$ cat config.mk
export PLATFORM = sky130hd
export DESIGN_NAME = ibex_imem_responder
export DESIGN_NICKNAME = d
export VERILOG_FILES = /design/src/rtl/ibex_imem_pkg.sv /design/src/rtl/ibex_imem_resp_pipe.sv /design/src/rtl/ibex_imem_responder.sv
export SDC_FILE = /design/constraint.sdc
export NUM_CORES = 1
export LEC_CHECK = 0
export CAP_MARGIN = 0
export CORE_MARGIN = 4
export CORE_UTILIZATION = 37
export CTS_CLUSTER_DIAMETER = 60
export DETAILED_ROUTE_END_ITERATION = 10
export PLACE_DENSITY = 0.83
export REMOVE_ABC_BUFFERS = 1
export SLEW_MARGIN = 20
export SYNTH_ARGS = -nofsm -noshare
export SYNTH_HDL_FRONTEND = slang
export SYNTH_HIERARCHICAL = 1
export SYNTH_SLANG_ARGS = --single-unit
export TNS_END_PERCENT = 100
$ cat constraint.sdc
create_clock -name clk_i -period 2.05 [get_ports clk_i]
set_input_delay 0.41 -clock clk_i [delete_from_list [all_inputs] [get_ports clk_i]]
set_output_delay 0.41 -clock clk_i [all_outputs]
set_load 0.005 [all_outputs]
$ cat src/rtl/ibex_imem_pkg.sv
// Shared types and helpers for the instruction-memory responder: response beat,
// stall-LFSR constants and the RAM window decode.
package ibex_imem_pkg;

  typedef struct packed {
    logic        valid;
    logic        err;
    logic [31:0] rdata;
  } resp_t;

  localparam logic [15:0] LFSR_SEED = 16'hACE1;
  // Galois taps for x^16 + x^14 + x^13 + x^11 + 1 (maximal length)
  localparam logic [15:0] LFSR_POLY = 16'hB400;

  function automatic logic [15:0] lfsr_step(input logic [15:0] s);
    return {1'b0, s[15:1]} ^ (s[0] ? LFSR_POLY : 16'h0000);
  endfunction

  // 33-bit compare so a window ending at 4 GiB does not wrap
  function automatic logic addr_ok(input logic [31:0] addr,
                                   input logic [31:0] base,
                                   input logic [32:0] win_bytes);
    logic [32:0] lim;
    lim = {1'b0, base} + win_bytes;
    return (addr >= base) && ({1'b0, addr} < lim) && (addr[1:0] == 2'b00);
  endfunction

endpackage

$ cat src/rtl/ibex_imem_resp_pipe.sv
// RESP_LATENCY-deep response delay line; stage 1 merges the RAM read data that
// arrives one cycle after the grant. No backpressure: one beat in, one beat out.
module ibex_imem_resp_pipe
  import ibex_imem_pkg::*;
#(
  parameter int unsigned RESP_LATENCY = 1
) (
  input  logic        clk_i,
  input  logic        rst_i,
  input  logic        push_i,
  input  logic        err_i,
  input  logic [31:0] ram_rdata_i,
  output resp_t       resp_o
);

  logic  s1_vld_q;
  logic  s1_err_q;
  resp_t s1;

  always_ff @(posedge clk_i or posedge rst_i) begin
    if (rst_i) begin
      s1_vld_q <= 1'b0;
      s1_err_q <= 1'b0;
    end else begin
      s1_vld_q <= push_i;
      s1_err_q <= push_i & err_i;
    end
  end

  // Data is only passed for good responses, so idle and error beats read as zero
  always_comb begin
    s1       = '0;
    s1.valid = s1_vld_q;
    s1.err   = s1_err_q;
    s1.rdata = (s1_vld_q && !s1_err_q) ? ram_rdata_i : 32'h0;
  end

  generate
    if (RESP_LATENCY <= 1) begin : g_lat1
      assign resp_o = s1;
    end else begin : g_latn
      resp_t pipe_q [RESP_LATENCY-1];

      always_ff @(posedge clk_i or posedge rst_i) begin
        if (rst_i) begin
          for (int i = 0; i < int'(RESP_LATENCY) - 1; i++) pipe_q[i] <= '0;
        end else begin
          pipe_q[0] <= s1;
          for (int i = 1; i < int'(RESP_LATENCY) - 1; i++) pipe_q[i] <= pipe_q[i-1];
        end
      end

      assign resp_o = pipe_q[RESP_LATENCY-2];
    end
  endgenerate

endmodule

$ cat src/rtl/ibex_imem_responder.sv
// Instruction-bus memory responder: grant after GNT_WAIT (+0..3 random with IBEX_IMEM_RAND_STALL_EN),
// rvalid RESP_LATENCY cycles after gnt, at most MAX_OUTSTANDING in flight; sticky initiator-violation flag.
module ibex_imem_responder
  import ibex_imem_pkg::*;
#(
  parameter int unsigned MEM_WORDS       = 4096,
  parameter logic [31:0] BASE_ADDR       = 32'h0000_0000,
  parameter int unsigned GNT_WAIT        = 0,
  parameter int unsigned RESP_LATENCY    = 1,
  parameter int unsigned MAX_OUTSTANDING = 2
) (
  input  logic                         clk_i,
  input  logic                         rst_i,
  input  logic                         instr_req_i,
  input  logic [31:0]                  instr_addr_i,
  output logic                         instr_gnt_o,
  output logic                         instr_rvalid_o,
  output logic [31:0]                  instr_rdata_o,
  output logic                         instr_err_o,
  output logic                         ram_req_o,
  output logic [$clog2(MEM_WORDS)-1:0] ram_addr_o,
  input  logic [31:0]                  ram_rdata_i,
  output logic                         busy_o,
  output logic                         proto_err_o
);

  localparam int          AW        = $clog2(MEM_WORDS);
  localparam int          OW        = $clog2(MAX_OUTSTANDING + 1);
  localparam int          WW        = $clog2(GNT_WAIT + 5);
  localparam logic [32:0] WIN_BYTES = 33'(MEM_WORDS) * 33'd4;

  logic [WW-1:0] wait_q, wait_d, thr;
  logic [OW-1:0] out_q, out_d;
  logic          pend_q;
  logic [31:0]   addr_q;
  logic          proto_q;
  logic          gnt;
  logic          dec_ok;
  logic          viol;
  resp_t         resp;

`ifdef IBEX_IMEM_RAND_STALL_EN
  logic [15:0] lfsr_q;
  logic [1:0]  extra_q;
  logic [1:0]  extra;
  logic        new_req;

  // The draw is taken on the first cycle of a request and held until it is granted
  assign new_req = instr_req_i & ~pend_q;
  assign extra   = new_req ? lfsr_q[1:0] : extra_q;
  assign thr     = WW'(GNT_WAIT) + WW'(extra);

  always_ff @(posedge clk_i or posedge rst_i) begin
    if (rst_i) begin
      lfsr_q  <= LFSR_SEED;
      extra_q <= 2'd0;
    end else begin
      lfsr_q <= lfsr_step(lfsr_q);
      if (new_req) extra_q <= lfsr_q[1:0];
    end
  end
`else
  assign thr = WW'(GNT_WAIT);
`endif

  assign gnt    = instr_req_i & ~rst_i & (wait_q >= thr) & (out_q < OW'(MAX_OUTSTANDING));
  assign dec_ok = addr_ok(instr_addr_i, BASE_ADDR, WIN_BYTES);

  // Saturating, so a request parked on a full pipeline keeps its threshold met
  always_comb begin
    wait_d = wait_q;
    if (!instr_req_i || gnt) begin
      wait_d = '0;
    end else if (wait_q != {WW{1'b1}}) begin
      wait_d = wait_q + WW'(1);
    end
  end

  assign out_d = out_q + OW'(gnt) - OW'(resp.valid);

  // A request still pending from last cycle must keep req high and addr stable
  assign viol = pend_q & (~instr_req_i | (instr_addr_i != addr_q));

  always_ff @(posedge clk_i or posedge rst_i) begin
    if (rst_i) begin
      wait_q  <= '0;
      out_q   <= '0;
      pend_q  <= 1'b0;
      addr_q  <= 32'h0;
      proto_q <= 1'b0;
    end else begin
      wait_q  <= wait_d;
      out_q   <= out_d;
      pend_q  <= instr_req_i & ~gnt;
      addr_q  <= instr_addr_i;
      proto_q <= proto_q | viol;
    end
  end

  ibex_imem_resp_pipe #(
    .RESP_LATENCY (RESP_LATENCY)
  ) u_resp_pipe (
    .clk_i       (clk_i),
    .rst_i       (rst_i),
    .push_i      (gnt),
    .err_i       (~dec_ok),
    .ram_rdata_i (ram_rdata_i),
    .resp_o      (resp)
  );

  // BASE_ADDR is window-aligned, so the word offset is just the low address bits
  assign ram_req_o      = gnt & dec_ok;
  assign ram_addr_o     = ram_req_o ? instr_addr_i[AW+1:2] : '0;
  assign instr_gnt_o    = gnt;
  assign instr_rvalid_o = resp.valid;
  assign instr_err_o    = resp.err;
  assign instr_rdata_o  = resp.rdata;
  assign busy_o         = (out_q != '0);
  assign proto_err_o    = proto_q;

endmodule

# == Word-level counts from Yosys, hierarchy flattened ==
# Cells that the tools add are included.
# word_totals
reg_bits,41
out_inout_bits,50
# classes
addsub,3
magnitude_cmp,4
eq_ne,2
mux,4
bitwise,13
reduce_logical,9
# ops
cell,count
greater-or-equal comparator 32 x 1 -> 1 bit (second input constant),1
less-than comparator 32 x 15 -> 1 bit (second input constant),1
two-way mux 32 bit,1
!= test 32 bit,1
two-way mux 12 bit,1
AND 1 bit,7
two-way mux 3 bit,2
inverter 1 bit,4
nonzero test 2 bit,2
adder 3 x 1 -> 3 bit (second input constant),1
greater-or-equal comparator 3 x 1 -> 1 bit (second input constant),1
logical AND 1 bit,3
!= test 3 bit (second input constant),1
adder 2 x 1 -> 2 bit,1
logical NOT 1 bit,2
logical NOT 2 bit,1
less-than comparator 2 bit (second input constant),1
OR 1 bit,2
subtractor 2 x 1 -> 2 bit,1
logical OR 1 bit,1

# == Logic depth before layout (Yosys ltp) ==
# depth
word_depth,6
mapped_depth,6
ltp_nobuf,5

# == Hierarchy ==
# Netlist, hierarchy kept.
# by_module_without_submodules
module,n_inst,cells_per_inst,area_per_inst_um2
ibex_imem_responder,1,111,1475.2
ibex_imem_resp_pipe,1,44,432.9

# == Least setup slack after synthesis ==
# No wires, ideal clock.
# synth_timing
path_kind,input -> output
from,input port rst_i
to,output port ram_addr_o[10]
arrival_ps,1393
t_required_ps,1640
setup_slack_ps,247
stages,4
cell_sequence,nor3b_1 nor2b_2 buf_6 and2_1
# synth_between
elab_chain_cells,6
# synth_lines
element,line,text
"start, declared",ibex_imem_responder.sv:13,"input logic rst_i,"
inverter 1 bit,ibex_imem_responder.sv:66,assign gnt = instr_req_i & ~rst_i & (wait_q >= thr) & (out_q < OW'(MAX_OUTSTANDING));
AND 1 bit (3 in a row),ibex_imem_responder.sv:66,
AND 1 bit,ibex_imem_responder.sv:112,assign ram_req_o = gnt & dec_ok;
via ram_req_o,ibex_imem_responder.sv:20,"output logic ram_req_o,"
two-way mux 12 bit,ibex_imem_responder.sv:113,assign ram_addr_o = ram_req_o ? instr_addr_i[AW+1:2] : '0;
"end, declared",ibex_imem_responder.sv:21,"output logic [$clog2(MEM_WORDS)-1:0] ram_addr_o,"
# The timed path passes the listed nets, and every way through them passes these cells.

# == Worst setup path in the final report ==
# layout_timing
from,input port instr_addr_i[30]
to,output port ram_addr_o[11]
# layout_between
elab_chain_cells,5
word_cells_on_any_way,6
classes_between,2 x order compare; 1 x mux; 1 x bitwise; 2 x reduce/logical
# layout_lines
element,line,text
"start, declared",ibex_imem_responder.sv:15,"input logic [31:0] instr_addr_i,"
greater-or-equal comparator 32 x 1 -> 1 bit / less-than comparator 32 x 15 -> 1 bit (equally long branches),ibex_imem_pkg.sv:25,"return (addr >= base) && ({1'b0, addr} < lim) && (addr[1:0] == 2'b00);"
logical AND 1 bit (*) (2 in a row),ibex_imem_pkg.sv:25,
AND 1 bit (*),ibex_imem_responder.sv:112,
two-way mux 12 bit (*),ibex_imem_responder.sv:113,
# Mark *: on every way between the ends. The rest lies on a longest branch, timed or not.

==> impl_metrics.yaml <==
power_and_ir_drop:
  p_comb_frac: 0.323
  clkPwrFrac: 0.242
  intPower_mw: 1.443
  ir_drop_uv: 551.5
  p_switching_mw: 0.4982
  p_sw_frac: 0.2566
  p_leak_nw: 1.693
  power_frac_seq: 0.435
  p_per_area_nw_per_um2: 540.9
clock_tree:
  htreeDepth: 2
  clkLatencyLatePin_ns: 0.29
  cts_hold_buf: 0
  ctsRootBufferMaster: "clkbuf_8"
  clkSlewWorstSetupHoldPaths_ns: 0.07
  cts_buffer_depth: 2
  cts_made_buffers: 5
  cts_tree: "yes"
  cts_sinks: 38
timing:
  worst_pin_slew_ns: 0.4139
  relSlewSlack: 0.7241
  fin_crit_ns: 2.163
  fin_ws_ns: -0.1134
  timing.fmax_mhz: 462.2
  rsz0062_at_grt: "true"
  slew_viol_final: 0
  finalSetupViolations: 12
  fin_crit_sh: 1.055
  clock_skew_ns: 0.005065
  final_hold_viol_count: 0
place:
  place_congestion: 0.7551
  port_buffers: 116
  dp_hpwl_um: 4681
  pre_cts_slack_ns: -0.8106
  dp_cells: 364
worst_setup_path:
  cp-end-kind: "output port"
  cp_max_fo: 6
  max_stage_delay_ns: 0.29
  cp-start-kind: "primary input"
  crit_chain: "buf_8 -> nor4_4 -> and3_4 -> nand3_4 -> nor2b_4 -> buf_6 -> buf_6 -> and2_4 -> buf_6"
  reg2reg_from: "addr_q[30]$_DFF_PP0_"
  worst_path_most_repeated_cell: "buf_6"
  required_ns: 1.64
  reg2reg_depth: 5
  arrival_ns: 1.75
  critPathKind: "primary input to output port"
  r2r_slack_ns: 0.38
  cp_top_family: "simple AND/OR/NAND/NOR gates"
  timing.rr.end: "proto_err_o$_DFF_PP0_"
  cpMaxStageDelayCell: "nor4_4"
  cp_num_buf_inv: 4
synthesis:
  synth_compound_gate_area_share: 0.004590
  yosys-top-cells-count: "38 x dfrtp_1, 32 x and3b_2, 20 x xor2_1, 14 x xnor2_1, 13 x and2_1"
  synth_seq_area_share: 0.4984
  syn_inst: 155
  synthXorXnorAreaFrac: 0.1561
  synth-edff-count: 0
  synth.ff_latch_count: 38
  synthMuxAreaShare: 0
  synth.top_cell.area_share: 0.4984
  synth_top_family_by_area: "simple AND/OR/NAND/NOR gates"
  synth.distinct_cells: 21
  syn_avg_cell_area_um2: 12.31
  ys_async_sr_fraction: 1.000
  yosysTopAreaCell: "dfrtp_1"
  ys_top_cells_by_area: "dfrtp_1 50%, and3b_2 17%, xor2_1 9.2%"
  synth_most_common_cell: "dfrtp_1"
  synth_area_um2: 1908
  synthFlopType: "dfrtp_1"
  yosysWarnings: 6
  synth_simple_gate_area_frac: 0.2866
  synthAdderAreaFrac: 0.01311
floorplanning:
  dieArea_um2: 6370
  ios: 117
  die_w_um: 79.81
  die_h_um: 79.81
  num_rows: 25
  start_util: 0.3935
  coreArea_um2: 4848
drt:
  wire_per_inst_um: 16.39
  vias: 1774
  antenna_left: 0
  first_pass_iters: 4
  drc: 0
  viasPerCell: 4.656
  drt-initial-drc-count: 39
  finalWirelength_um: 6245
global_routing:
  grt_first_pass_wirelength_um: 9487
  grtUsageTotal: 0.2000
  antenna_found_initial: 0
  grt_pass1_vias: 1925
  overflow: 0
  grt_start_max_net_pins: 35
cells_and_area:
  diodes: 0
  drive_gt1_frac: 0.4204
  finalNetCount: 383
  syn_to_final_growth_pct: 88.13
  stdcell_count: 381
status:
  violations: "negative setup slack"
  status: "finished with violations"
worst_hold_path:
  worstHoldPathType: "primary input to asynchronous set/reset pin"
job:
  cap_violations: 0
## sequential cells by signal (all words and copies together), names as in the netlist
register,flops
out_q,2
u_resp_pipe/s1_err_q,1
proto_err_o,1
addr_q,32
pend_q,1
u_resp_pipe/s1_vld_q,1
## power groups by stage
stage | registers, mW | clock network [mW] | logic, mW
after CTS | 0.846 | 0.484 | 0.627
after global placement | 0.853 | 0 | 0.613
after detailed placement | 0.858 | 0 | 0.624
after global routing | 0.853 | 0.516 | 0.684
after floorplan | 0.873 | 0 | 0.203
final | 0.845 | 0.469 | 0.627
## per-layer routing
| metal | vias to the layer above | global-route usage | share of wire |
|---|---|---|---|
| met3 | 7 | 0.06885 | 0.098 |
| met5 | - | 0 | 0 |
| met2 | 96 | 0.3681 | 0.50 |
| met1 | 821 | 0.2050 | 0.38 |
| li1 | 850 | - | - |
| met4 | 0 | 0.08108 | 0.017 |
## per-stage QoR
stage	power [mW]	util	setup TNS, ns	cell area, µm²	hold WS, ns
CTS	1.957	0.7363	-0.8712	3570	0.2552
global route	2.053	0.7404	-1.395	3590	0.2566
global placement	1.466	0.6914	-9.735	3352	0.5418
detailed placement	1.482	0.6914	-10.68	3352	0.5567
floorplan	1.076	-	0	1844	0.1512
finish	1.942	0.7404	-0.5187	3590	0.2597
## worst max-delay path by stage
stage                           startpoint             end  slack (ns)  depth (start not counted)
final                     instr_addr_i[30]  ram_addr_o[11]       -0.11                          9
after global placement    instr_addr_i[30]   ram_addr_o[6]       -0.73                          8
after CTS                 instr_addr_i[22]   ram_addr_o[6]       -0.12                         10
after global routing      instr_addr_i[30]  ram_addr_o[11]       -0.19                          9
after floorplan                      rst_i   ram_addr_o[0]        0.22                          3
after detailed placement  instr_addr_i[30]   ram_addr_o[9]       -0.81                          8
## cells by family after synthesis
family / count (synthesis)
and+or+nand+nor: 67
DFF: 38
adders and majority gates: 2
AOI/OAI and AO/OA: 1
buffers and inverters: 13
xor gates and xnor gates: 34
## cell type report
cell class / count / area [µm²]
repair buffers: 161 / 1479
fillers: 355 / 1259
multi-input cells: 104 / 984.7
well taps: 67 / 83.83
clock buffers: 7 / 76.32
inverters: 4 / 15.01
flip-flops and latches: 38 / 950.9
## cell usage in the layout (no fill, tap or decap), types with 2 or more instances in the layout
master / count
dlygate4sd2_1: 4
and2_1: 4
buf_2: 12
xnor2_1: 14
nor4_1: 4
ha_1: 2
dfrtp_1: 38
nor4_2: 5
and3b_2: 32
clkbuf_1: 2
nand4_1: 3
nor4_4: 2
clkdlybuf4s50_1: 76
clkdlybuf4s15_2: 2
inv_1: 4
clkbuf_2: 5
buf_8: 2
dlymetal6s2s_1: 4
buf_4: 35
buf_6: 18
and2_4: 9
xor2_1: 20
clkbuf_8: 5
clkdlybuf4s15_1: 3
## worst min-delay path: cells and delay by family
| family | cells | cell delay [ns] |
|---|---|---|
| buf+inv | 3 | 0.47 |
## what timing repair did
action,4_1_cts,5_1_grt
setup endpoints to repair,17,19
buffers inserted,15,1
gates cloned,0,0
endpoints found under the hold margin,0,0
gates resized for setup,141,30
pin swaps,8,8
Power figures use the tool's default switching activity.
